File: config.mk
export PLATFORM = sky130hd
export DESIGN_NAME = icache_dm_flat
export DESIGN_NICKNAME = d
export VERILOG_FILES = /design/src/rtl/icache_dm_pkg.sv /design/src/rtl/icache_dm_if.sv /design/src/rtl/icache_dm_array.sv /design/src/rtl/icache_dm.sv /design/src/flat_wrapper.sv
export SDC_FILE = /design/constraint.sdc
export NUM_CORES = 2
export LEC_CHECK = 0
export ABC_CLOCK_PERIOD_IN_PS = 4300
export CAP_MARGIN = 5
export CORE_UTILIZATION = 56
export CTS_BUF_LIST = sky130_fd_sc_hd__clkbuf_16
export DETAILED_ROUTE_END_ITERATION = 12
export PLACE_DENSITY = 0.81
export SYNTH_ARGS = -nofsm -noshare
export SYNTH_HDL_FRONTEND = slang
export SYNTH_SLANG_ARGS = --single-unit
File: constraint.sdc
create_clock -name clk -period 4.3 [get_ports clk]
set_input_delay 0.86 -clock clk [delete_from_list [all_inputs] [get_ports clk]]
set_output_delay 0.86 -clock clk [all_outputs]
set_load 0.05 [all_outputs]
File: src/rtl/icache_dm_pkg.sv
// Shared types and width helpers for the direct-mapped instruction cache.
package icache_dm_pkg;

    typedef enum logic [1:0] {
        S_IDLE = 2'd0,
        S_FILL = 2'd1,
        S_DONE = 2'd2
    } state_t;

    localparam int WORD_W = 32;

    // Word-aligned byte addresses leave 30 bits to split between tag, index and offset.
    function automatic int offWidth(input int lineWords);
        return $clog2(lineWords);
    endfunction

    function automatic int idxWidth(input int lines);
        return $clog2(lines);
    endfunction

    function automatic int tagWidth(input int lines, input int lineWords);
        return WORD_W - 2 - $clog2(lines) - $clog2(lineWords);
    endfunction

endpackage

File: src/rtl/icache_dm_if.sv
// Fetch-side and refill-side signals of the instruction cache, bundled for port lists.
interface icache_dm_if;

    logic [31:0] pc;
    logic [31:0] instr;
    logic        miss_stall;
    logic        flush;
    logic        mem_req;
    logic [31:0] mem_addr;
    logic        mem_ack;
    logic [31:0] mem_rdata;

    modport slave (
        input  pc, flush, mem_ack, mem_rdata,
        output instr, miss_stall, mem_req, mem_addr
    );

    modport master (
        output pc, flush, mem_ack, mem_rdata,
        input  instr, miss_stall, mem_req, mem_addr
    );

endinterface

File: src/rtl/icache_dm_array.sv
// Tag, valid and data storage: asynchronous read by index, synchronous word and line writes.
module icache_dm_array
    import icache_dm_pkg::*;
#(
    parameter int LINES      = 16,
    parameter int LINE_WORDS = 4,
    localparam int OFF_W     = offWidth(LINE_WORDS),
    localparam int IDX_W     = idxWidth(LINES),
    localparam int TAG_W     = tagWidth(LINES, LINE_WORDS)
) (
    input  logic              clk,
    input  logic              reset,
    input  logic [IDX_W-1:0]  rdIdx_i,
    input  logic [OFF_W-1:0]  rdOff_i,
    output logic              rdValid_o,
    output logic [TAG_W-1:0]  rdTag_o,
    output logic [WORD_W-1:0] rdData_o,
    input  logic              wrEn_i,
    input  logic [IDX_W-1:0]  wrIdx_i,
    input  logic [OFF_W-1:0]  wrOff_i,
    input  logic [WORD_W-1:0] wrData_i,
    input  logic              setValid_i,
    input  logic [TAG_W-1:0]  setTag_i,
    input  logic              clearAll_i
);

    logic [WORD_W-1:0] data_q [LINES][LINE_WORDS];
    logic [TAG_W-1:0]  tag_q  [LINES];
    logic [LINES-1:0]  valid_q;

    // Tag and data contents are never reset; only the valid bits gate hits.
    always_ff @(posedge clk) begin
        if (wrEn_i) begin
            data_q[wrIdx_i][wrOff_i] <= wrData_i;
        end
        if (setValid_i) begin
            tag_q[wrIdx_i] <= setTag_i;
        end
    end

    always_ff @(posedge clk) begin
        if (reset || clearAll_i) begin
            valid_q <= '0;
        end else if (setValid_i) begin
            valid_q[wrIdx_i] <= 1'b1;
        end
    end

    assign rdValid_o = valid_q[rdIdx_i];
    assign rdTag_o   = tag_q[rdIdx_i];
    assign rdData_o  = data_q[rdIdx_i][rdOff_i];

endmodule

File: src/rtl/icache_dm.sv
// Direct-mapped read-only instruction cache: zero-latency hits, whole-line refill on a miss.
module icache_dm
    import icache_dm_pkg::*;
#(
    parameter int LINES      = 16,
    parameter int LINE_WORDS = 4
) (
    input  logic        clk,
    input  logic        reset,
    icache_dm_if.slave  bus
);

    localparam int OFF_W = offWidth(LINE_WORDS);
    localparam int IDX_W = idxWidth(LINES);
    localparam int TAG_W = tagWidth(LINES, LINE_WORDS);

    state_t            state_q, state_d;
    logic [OFF_W-1:0]  wordCnt_q, wordCnt_d;
    logic [TAG_W-1:0]  missTag_q, missTag_d;
    logic [IDX_W-1:0]  missIdx_q, missIdx_d;
    logic              flushPend_q, flushPend_d;

    logic [OFF_W-1:0]  pcOff;
    logic [IDX_W-1:0]  pcIdx;
    logic [TAG_W-1:0]  pcTag;
    logic              rdValid;
    logic [TAG_W-1:0]  rdTag;
    logic [WORD_W-1:0] rdData;
    logic              hit;
    logic              lastWord;
    logic              arrWrEn;
    logic              arrSetValid;
    logic              arrClear;
    logic              unusedPcBits;

    assign pcOff        = bus.pc[OFF_W+1:2];
    assign pcIdx        = bus.pc[IDX_W+OFF_W+1:OFF_W+2];
    assign pcTag        = bus.pc[WORD_W-1:IDX_W+OFF_W+2];
    assign unusedPcBits = ^bus.pc[1:0];

    icache_dm_array #(
        .LINES      (LINES),
        .LINE_WORDS (LINE_WORDS)
    ) u_array (
        .clk        (clk),
        .reset      (reset),
        .rdIdx_i    (pcIdx),
        .rdOff_i    (pcOff),
        .rdValid_o  (rdValid),
        .rdTag_o    (rdTag),
        .rdData_o   (rdData),
        .wrEn_i     (arrWrEn),
        .wrIdx_i    (missIdx_q),
        .wrOff_i    (wordCnt_q),
        .wrData_i   (bus.mem_rdata),
        .setValid_i (arrSetValid),
        .setTag_i   (missTag_q),
        .clearAll_i (arrClear)
    );

    assign hit      = rdValid && (rdTag == pcTag);
    assign lastWord = (wordCnt_q == {OFF_W{1'b1}});

    always_ff @(posedge clk) begin
        if (reset) begin
            state_q     <= S_IDLE;
            wordCnt_q   <= '0;
            missTag_q   <= '0;
            missIdx_q   <= '0;
            flushPend_q <= 1'b0;
        end else begin
            state_q     <= state_d;
            wordCnt_q   <= wordCnt_d;
            missTag_q   <= missTag_d;
            missIdx_q   <= missIdx_d;
            flushPend_q <= flushPend_d;
        end
    end

    // A flush seen mid-refill is remembered so the line is discarded once all acks are consumed.
    always_comb begin
        state_d     = state_q;
        wordCnt_d   = wordCnt_q;
        missTag_d   = missTag_q;
        missIdx_d   = missIdx_q;
        flushPend_d = flushPend_q;
        case (state_q)
            S_IDLE: begin
                if (!hit) begin
                    state_d     = S_FILL;
                    missTag_d   = pcTag;
                    missIdx_d   = pcIdx;
                    wordCnt_d   = '0;
                    flushPend_d = 1'b0;
                end
            end
            S_FILL: begin
                if (bus.flush) begin
                    flushPend_d = 1'b1;
                end
                if (bus.mem_ack) begin
                    wordCnt_d = wordCnt_q + OFF_W'(1);
                    if (lastWord) begin
                        state_d = S_DONE;
                    end
                end
            end
            S_DONE: begin
                state_d     = S_IDLE;
                flushPend_d = 1'b0;
            end
            default: begin
                state_d = S_IDLE;
            end
        endcase
    end

    always_comb begin
        bus.mem_req    = 1'b0;
        bus.mem_addr   = '0;
        bus.miss_stall = 1'b1;
        bus.instr      = '0;
        arrWrEn        = 1'b0;
        arrSetValid    = 1'b0;
        arrClear       = 1'b0;
        case (state_q)
            S_IDLE: begin
                bus.miss_stall = !hit;
                bus.instr      = hit ? rdData : '0;
                arrClear       = bus.flush;
            end
            S_FILL: begin
                bus.mem_req  = 1'b1;
                bus.mem_addr = {missTag_q, missIdx_q, wordCnt_q, 2'b00};
                arrWrEn      = bus.mem_ack;
            end
            S_DONE: begin
                arrSetValid = !(flushPend_q || bus.flush);
                arrClear    = flushPend_q || bus.flush;
            end
            default: begin
                bus.miss_stall = 1'b1;
            end
        endcase
    end

endmodule

File: src/flat_wrapper.sv
// flat-port wrapper written by rule: the top's interface ports become plain ports
module icache_dm_flat import icache_dm_pkg::*;
#(
    parameter int LINES      = 16,
    parameter int LINE_WORDS = 4
)
  (clk, reset, bus_pc, bus_flush, bus_mem_ack, bus_mem_rdata, bus_instr, bus_miss_stall, bus_mem_req, bus_mem_addr);
  icache_dm_if bus_i ();
  input  logic clk;
  input  logic reset;
  input wire logic [$bits(bus_i.pc)-1:0] bus_pc;
  input wire logic [$bits(bus_i.flush)-1:0] bus_flush;
  input wire logic [$bits(bus_i.mem_ack)-1:0] bus_mem_ack;
  input wire logic [$bits(bus_i.mem_rdata)-1:0] bus_mem_rdata;
  output wire logic [$bits(bus_i.instr)-1:0] bus_instr;
  output wire logic [$bits(bus_i.miss_stall)-1:0] bus_miss_stall;
  output wire logic [$bits(bus_i.mem_req)-1:0] bus_mem_req;
  output wire logic [$bits(bus_i.mem_addr)-1:0] bus_mem_addr;
  assign bus_i.pc = bus_pc;
  assign bus_i.flush = bus_flush;
  assign bus_i.mem_ack = bus_mem_ack;
  assign bus_i.mem_rdata = bus_mem_rdata;
  assign bus_instr = bus_i.instr;
  assign bus_miss_stall = bus_i.miss_stall;
  assign bus_mem_req = bus_i.mem_req;
  assign bus_mem_addr = bus_i.mem_addr;
  icache_dm #(.LINES(LINES), .LINE_WORDS(LINE_WORDS)) u_core (.clk(clk), .reset(reset), .bus(bus_i));
endmodule
Word-level counts from Yosys, hierarchy flattened

Memory sizes are Yosys's and may differ from the RTL's.
Cells that the tools add are included.

Register bits after elaboration: 49
Memory bits (writable): 2432
Input port bits: 68
Word-level logic and storage cells: 72
Memories: 2

$add $sub $neg: 1
Magnitude comparators: 6
Equal/unequal tests: 8
Mux-type cells: 31
Bitwise gates (word level): 4
Reduce and logical (&&, ||, !) cells: 14

Memory list:

| memory                | depth | width | rd ports | clocked after Yosys merged registers in | write ports | RTL line              | text |
|---|---|---|---|---|---|---|---|
| u_core.u_array.data_q | 16    | 128   | 1        | 0                                       | 1           | icache_dm_array.sv:27 | `logic [WORD_W-1:0] data_q [LINES][LINE_WORDS];` |
| u_core.u_array.tag_q  | 16    | 24    | 1        | 0                                       | 1           | icache_dm_array.sv:28 | `logic [TAG_W-1:0] tag_q [LINES];` |

Operators with widths:

| cell                                                                                | count |
|---|---|
| 32-bit two-way mux                                                                  | 6 |
| 128-bit two-way mux                                                                 | 1 |
| 32-bit binary-select mux with 2-bit select                                          | 1 |
| 32-bit demux with 2-bit select                                                      | 1 |
| 24-bit equality test                                                                | 1 |
| 16-bit OR                                                                           | 1 |
| 1-bit two-way mux                                                                   | 11 |
| 4-bit by 5-bit < comparator with 1-bit output, second input constant                | 2 |
| 2-bit two-way mux                                                                   | 5 |
| 3-bit AND reduction                                                                 | 3 |
| 2-bit one-hot mux with 2 select lines                                               | 2 |
| 3-bit greater-or-equal comparator, second input constant                            | 2 |
| 2-bit != test, second input constant                                                | 3 |
| 2-bit inverter with 3-bit output                                                    | 2 |
| 1-bit binary-select mux with 4-bit select                                           | 1 |
| 1-bit demux with 4-bit select                                                       | 1 |
| 2-bit equality test, second input constant                                          | 2 |
| 4-bit by 1-bit greater-or-equal comparator with 1-bit output, second input constant | 1 |
| 1-bit logical AND                                                                   | 3 |
| 3-bit by 1-bit < comparator with 1-bit output, second input constant                | 1 |
| 1-bit one-hot mux with 3 select lines                                               | 1 |
| 3-bit nonzero test                                                                  | 1 |
| 2-bit by 1-bit adder with 2-bit output, second input constant                       | 1 |
| 2-bit by 1-bit equality test with 1-bit output, second input constant               | 1 |
| other kinds (8)                                                                     | 10 |

Logic depth before layout (Yosys ltp)

Depth in word-level cells: 6
Depth in mapped cells: 15
Mapped depth without buffers: 8

Modules after synthesis

A second synthesis with hierarchy kept.

Cells, all modules: 4102
Area, all modules: 95059.9 um2

By module, submodules not included:

| module          | instances | cells each | area an instance (um2) | sequential area each (um2) |
|---|---|---|---|---|
| icache_dm_array | 1         | 3893       | 93159.3                | 73350.3 |
| icache_dm       | 1         | 209        | 1900.6                 | 660.6 |

Worst setup path before layout

No wires, ideal clock.

Kind: in2out
Start: in bus_pc[4]
End: out bus_instr[0]
Arrival: 4231 ps
Data required time: 3440 ps
Path slack: -791 ps
Cell stages on the path: 12
Path through: buf_6 -> buf_4 -> buf_2 -> clkbuf_1 -> buf_2 -> mux2i_1 -> xnor2_1 -> nor4_1 -> nand2_1 -> a211oi_4 -> nand3_4 -> nor3b_1

Cells in the longest elaborated chain, start to end: 6

RTL lines:

| what                                                  | RTL line              | text |
|---|---|---|
| start: declaration                                    | flat_wrapper.sv:11    | `input wire logic [$bits(bus_i.pc)-1:0] bus_pc;` |
| memory read 16 x 128 bit                              | -                     |  |
| 32-bit binary-select mux with 2-bit select            | icache_dm_array.sv:51 | `assign rdData_o = data_q[rdIdx_i][rdOff_i];` |
| 32-bit two-way mux (not written as such) (2 in a row) | icache_dm_array.sv:51 |  |
| 32-bit two-way mux *                                  | icache_dm.sv:129      | `bus.instr = hit ? rdData : '0;` |
| 32-bit two-way mux *                                  | icache_dm.sv:126      | `case (state_q)` |
| end: declaration                                      | flat_wrapper.sv:15    | `output wire logic [$bits(bus_i.instr)-1:0] bus_instr;` |

Mark *: on every way between the ends. The rest lies on a longest branch, timed or not. The select of a mux whose other input is x is not followed.

Worst setup path after layout

Start: in bus_pc[4]
End: out bus_instr[7]

The elaborated chain is that of the path after synthesis.

==> out/qor.yml <==
outcome:
  status: "finished with violations"
  failed_checks: "setup timing"
placed_design:
  place.gp.congestion: 0.833
  place_inst: 6478
  hpwl_um: 142000
  io_buffers: 129
clock_tree:
  cts-root-buf: "clkbuf_16"
  clk_latency_ns: 0.89
  clock_sinks: 2481
  cts_made_buffers: 229
  cts_hold_buf: 0
  cts_tree: "done"
  clockBufferDepth: 3
  htreeDepth: 4
  path_clk_slew_ns: 0.06
power:
  p_seq_share_pct: 53.1
  leakagePower_nw: 35.0
  p_clk_share_pct: 40.8
  powerDensity_nw_per_um2: 458
  switching_share_pct: 22.6
  p_comb_share_pct: 6.0
  intPower_mw: 39.4
  p_sw_mw: 11.5
  irDropWorstVdd_mv: 0.450
sta:
  finalSetupTns_ns: -24.66
  min_period_ns: 5.13
  timing.final.ws_setup_ns: -0.832
  setup_viol: 33
  clock_skew_ns: 0.0711
  post-route-period-util_pct: 119
  hold_violations: 0
  rsz0062_at_grt: "true"
  max-slew-margin-rel_pct: 20.4
  tightest_slew_ns: 1.19
  final_max_slew_viol_count: 0
  max_freq_mhz: 195
global_route:
  overflow: 0
  grt_pass1_wl_um: 402000
  antenna_found_initial: 14
  grt_pass1_vias: 51391
  grt_max_degree: 95
  grtUsageTotal_pct: 33.7
finish:
  synthToLayoutAreaGrowth_pct: 15.4
  drive_above_1_share_pct: 35.1
  final_common_cell: "edfxtp_1"
  final_util_pct: 65.4
  num-nets-final: 4573
  instances_no_fill: 6925
  final_cell_mix: "edfxtp_1 (2432), mux4_2 (754), buf_4 (234)"
yosys:
  synth_top_flop_cell: "edfxtp_1"
  synth_area_leaders: "edfxtp_1 (76%), mux4_2 (18%), dfxtp_1 (1.0%)"
  ys_async_sr_fraction_pct: 0
  yosys.area_share.adder_pct: 0.0520
  synth_top_area_share_pct: 75.8
  ys_types: 58
  synthCells: 4064
  muxShareOfSynthArea_pct: 18.3
  synth_top_area_cell: "edfxtp_1"
  synth_top_family_by_area: "multiplexers"
  synth_edf_count: 2432
  ys_seq_area_share_pct: 76.8
  ys_warn_count: 0
  synth_compound_area_share_pct: 1.10
  synth_area_sq_um: 96300
  synthSimpleGateAreaFrac_pct: 2.21
  syn_avg_cell_area_sq_um: 23.7
  ys_ff_latch: 2481
  synth_xor_area_share_pct: 0.282
critical_path:
  cp_max_fo: 13
  cp-endpoint: "bus_instr[7]"
  reg2reg_slack_ns: 0.69
  crit_slowest_cell: "mux4_2"
  startpoint: "bus_pc[4]"
  reg2reg_from: "u_core.u_array.tag_q[6][13]$_DFFE_PP_"
  cp.depth: 13
  crit_buf_inv: 5
  regToRegEndpoint: "u_core.missTag_q[6]$_SDFFE_PP0P_"
  critPathRequiredTime_ns: 3.44
  cp_cell_sequence: "buf_8, buf_6, buf_4, mux4_2, mux2i_1, mux2i_1, xnor2_1, nand4_1, a211oi_4, nand3_4, buf_12, nor3b_4, buf_12"
  crit_arrival_ns: 4.27
  ff2ff_path_depth: 11
  critPathCaptureType: "primary output"
  critPathTopFamily: "buffers and inverters"
  worstSetupPathType: "primary input to primary output"
  cp-start-kind: "primary input"
  max_stage_delay_ns: 0.54
detailed_routing:
  vias: 51248
  vias_per_cell: 7.40
  detail_route.iter0.violations: 8794
  dr.pass1.iters: 5
  drc: 0
  routed_wl_um: 294000
  final_antenna_net_count: 0
  drt-wirelength-per-cell_um: 42.5
floorplan:
  die_area_sq_um: 174000
  rows: 151
  dieHeight_um: 417
  dieWidth_um: 417
  io_pins: 134
  core_area_sq_um: 170000
  start_util_pct: 56.6
run:
  drv_cap: 0
hold_path:
  hp-class: "register to register"
==> state kept, by name, summed over array words and instances, names as in the netlist <==
name and flops:
u_core.state_q 2, u_core.flushPend_q 1, u_core.u_array.data_q 2048, u_core.missTag_q 24
u_core.wordCnt_q 2, u_core.missIdx_q 4, u_core.u_array.tag_q 384, u_core.u_array.valid_q 16
==> metal layers <==
| metal | up-vias | GRT usage [%] | wire length, um |
|---|---|---|---|
| met3 | 1318 | 8.48 | 38400 |
| li1 | 18318 | - | - |
| met2 | 5324 | 54.6 | 142000 |
| met4 | 8 | 21.1 | 24000 |
| met1 | 26280 | 40.8 | 89100 |
| met5 | - | 0 | 48 |
==> Yosys cell counts (4+ instances only) <==
cell type	instances
nand3_1	40
and2_1	32
mux2i_1	51
o22ai_1	9
mux4_2	754
ha_1	4
xnor2_1	21
nand2b_1	6
o21a_1	17
a21bo_2	28
nand4_1	32
edfxtp_1	2432
a21oi_1	8
nor2_1	101
a221oi_1	5
nor3_1	5
buf_6	9
mux2_2	13
nor2b_1	39
a22oi_1	34
inv_1	5
buf_1	29
nor3b_1	31
nand2_1	26
clkbuf_1	75
buf_2	109
xor2_1	10
nor3b_2	30
dfxtp_1	49
buf_4	14
==> power by group through the flow <==
stage | clock [mW] | combinational, mW | sequential (mW)
after floorplan | 0 | 1.72 | 27.4
after global placement | 0 | 2.78 | 27.5
after detailed placement | 0 | 2.88 | 27.5
after CTS | 20.8 | 3.00 | 27.0
after global routing | 21.6 | 3.14 | 27.0
final | 20.8 | 3.07 | 27.0
==> logic make-up after synthesis <==
family	after synthesis
flip-flops	2481
multiplexers	818
adder cells (fa/ha/maj)	4
buffers and inverters	241
other	1
AND/OR/NAND/NOR	360
AO/OA/AOI/OAI	128
XOR/XNOR	31
==> area by class of cell <==
class | instances | area, sq um
diodes | 9 | 22.5
clock buffers | 230 | 5760
clock inverters | 198 | 1800
fillers | 9813 | 58900
inverters | 5 | 18.8
multi-input cells | 1343 | 22000
flip-flops and latches | 2481 | 74000
well taps | 2218 | 2780
repair buffers | 441 | 4750
==> how the worst min path moves through the flow <==
stage / endpoint / depth (start not counted) / slack (ns) / startpoint
final: u_core.u_array.valid_q[0]$_SDFFE_PP0P_ / 1 / 0.46 / u_core.u_array.valid_q[0]$_SDFFE_PP0P_
after global routing: u_core.u_array.valid_q[10]$_SDFFE_PP0P_ / 1 / 0.48 / u_core.u_array.valid_q[10]$_SDFFE_PP0P_
after CTS: u_core.u_array.valid_q[12]$_SDFFE_PP0P_ / 1 / 0.46 / u_core.u_array.valid_q[12]$_SDFFE_PP0P_
after detailed placement: u_core.u_array.valid_q[12]$_SDFFE_PP0P_ / 1 / 0.45 / u_core.u_array.valid_q[12]$_SDFFE_PP0P_
after global placement: u_core.u_array.valid_q[13]$_SDFFE_PP0P_ / 1 / 0.44 / u_core.u_array.valid_q[13]$_SDFFE_PP0P_
after floorplan: u_core.u_array.valid_q[12]$_SDFFE_PP0P_ / 1 / 0.44 / u_core.u_array.valid_q[12]$_SDFFE_PP0P_
==> per-stage QoR <==
stage / power, mW / hold slack [ns] / worst slack, ns / instance area (sq um)
floorplan: 29.1 / 0.435 / -0.156 / 96700
global placement: 30.3 / 0.441 / -0.717 / 103000
detailed placement: 30.4 / 0.450 / -0.776 / 103000
CTS: 50.8 / 0.464 / -0.706 / 111000
global route: 51.8 / 0.477 / -0.790 / 111000
finish: 50.9 / 0.464 / -0.832 / 111000
==> repair_timing <==
action                                  4_1_cts  5_1_grt
cloned                                        1        0
endpoints found under the setup margin       33       33
buffers inserted                              3        6
resized for setup                            22        9
pin swaps                                     9        6
hold endpoints to repair                      0        0
Note: power is estimated with default switching activity, not from simulation.
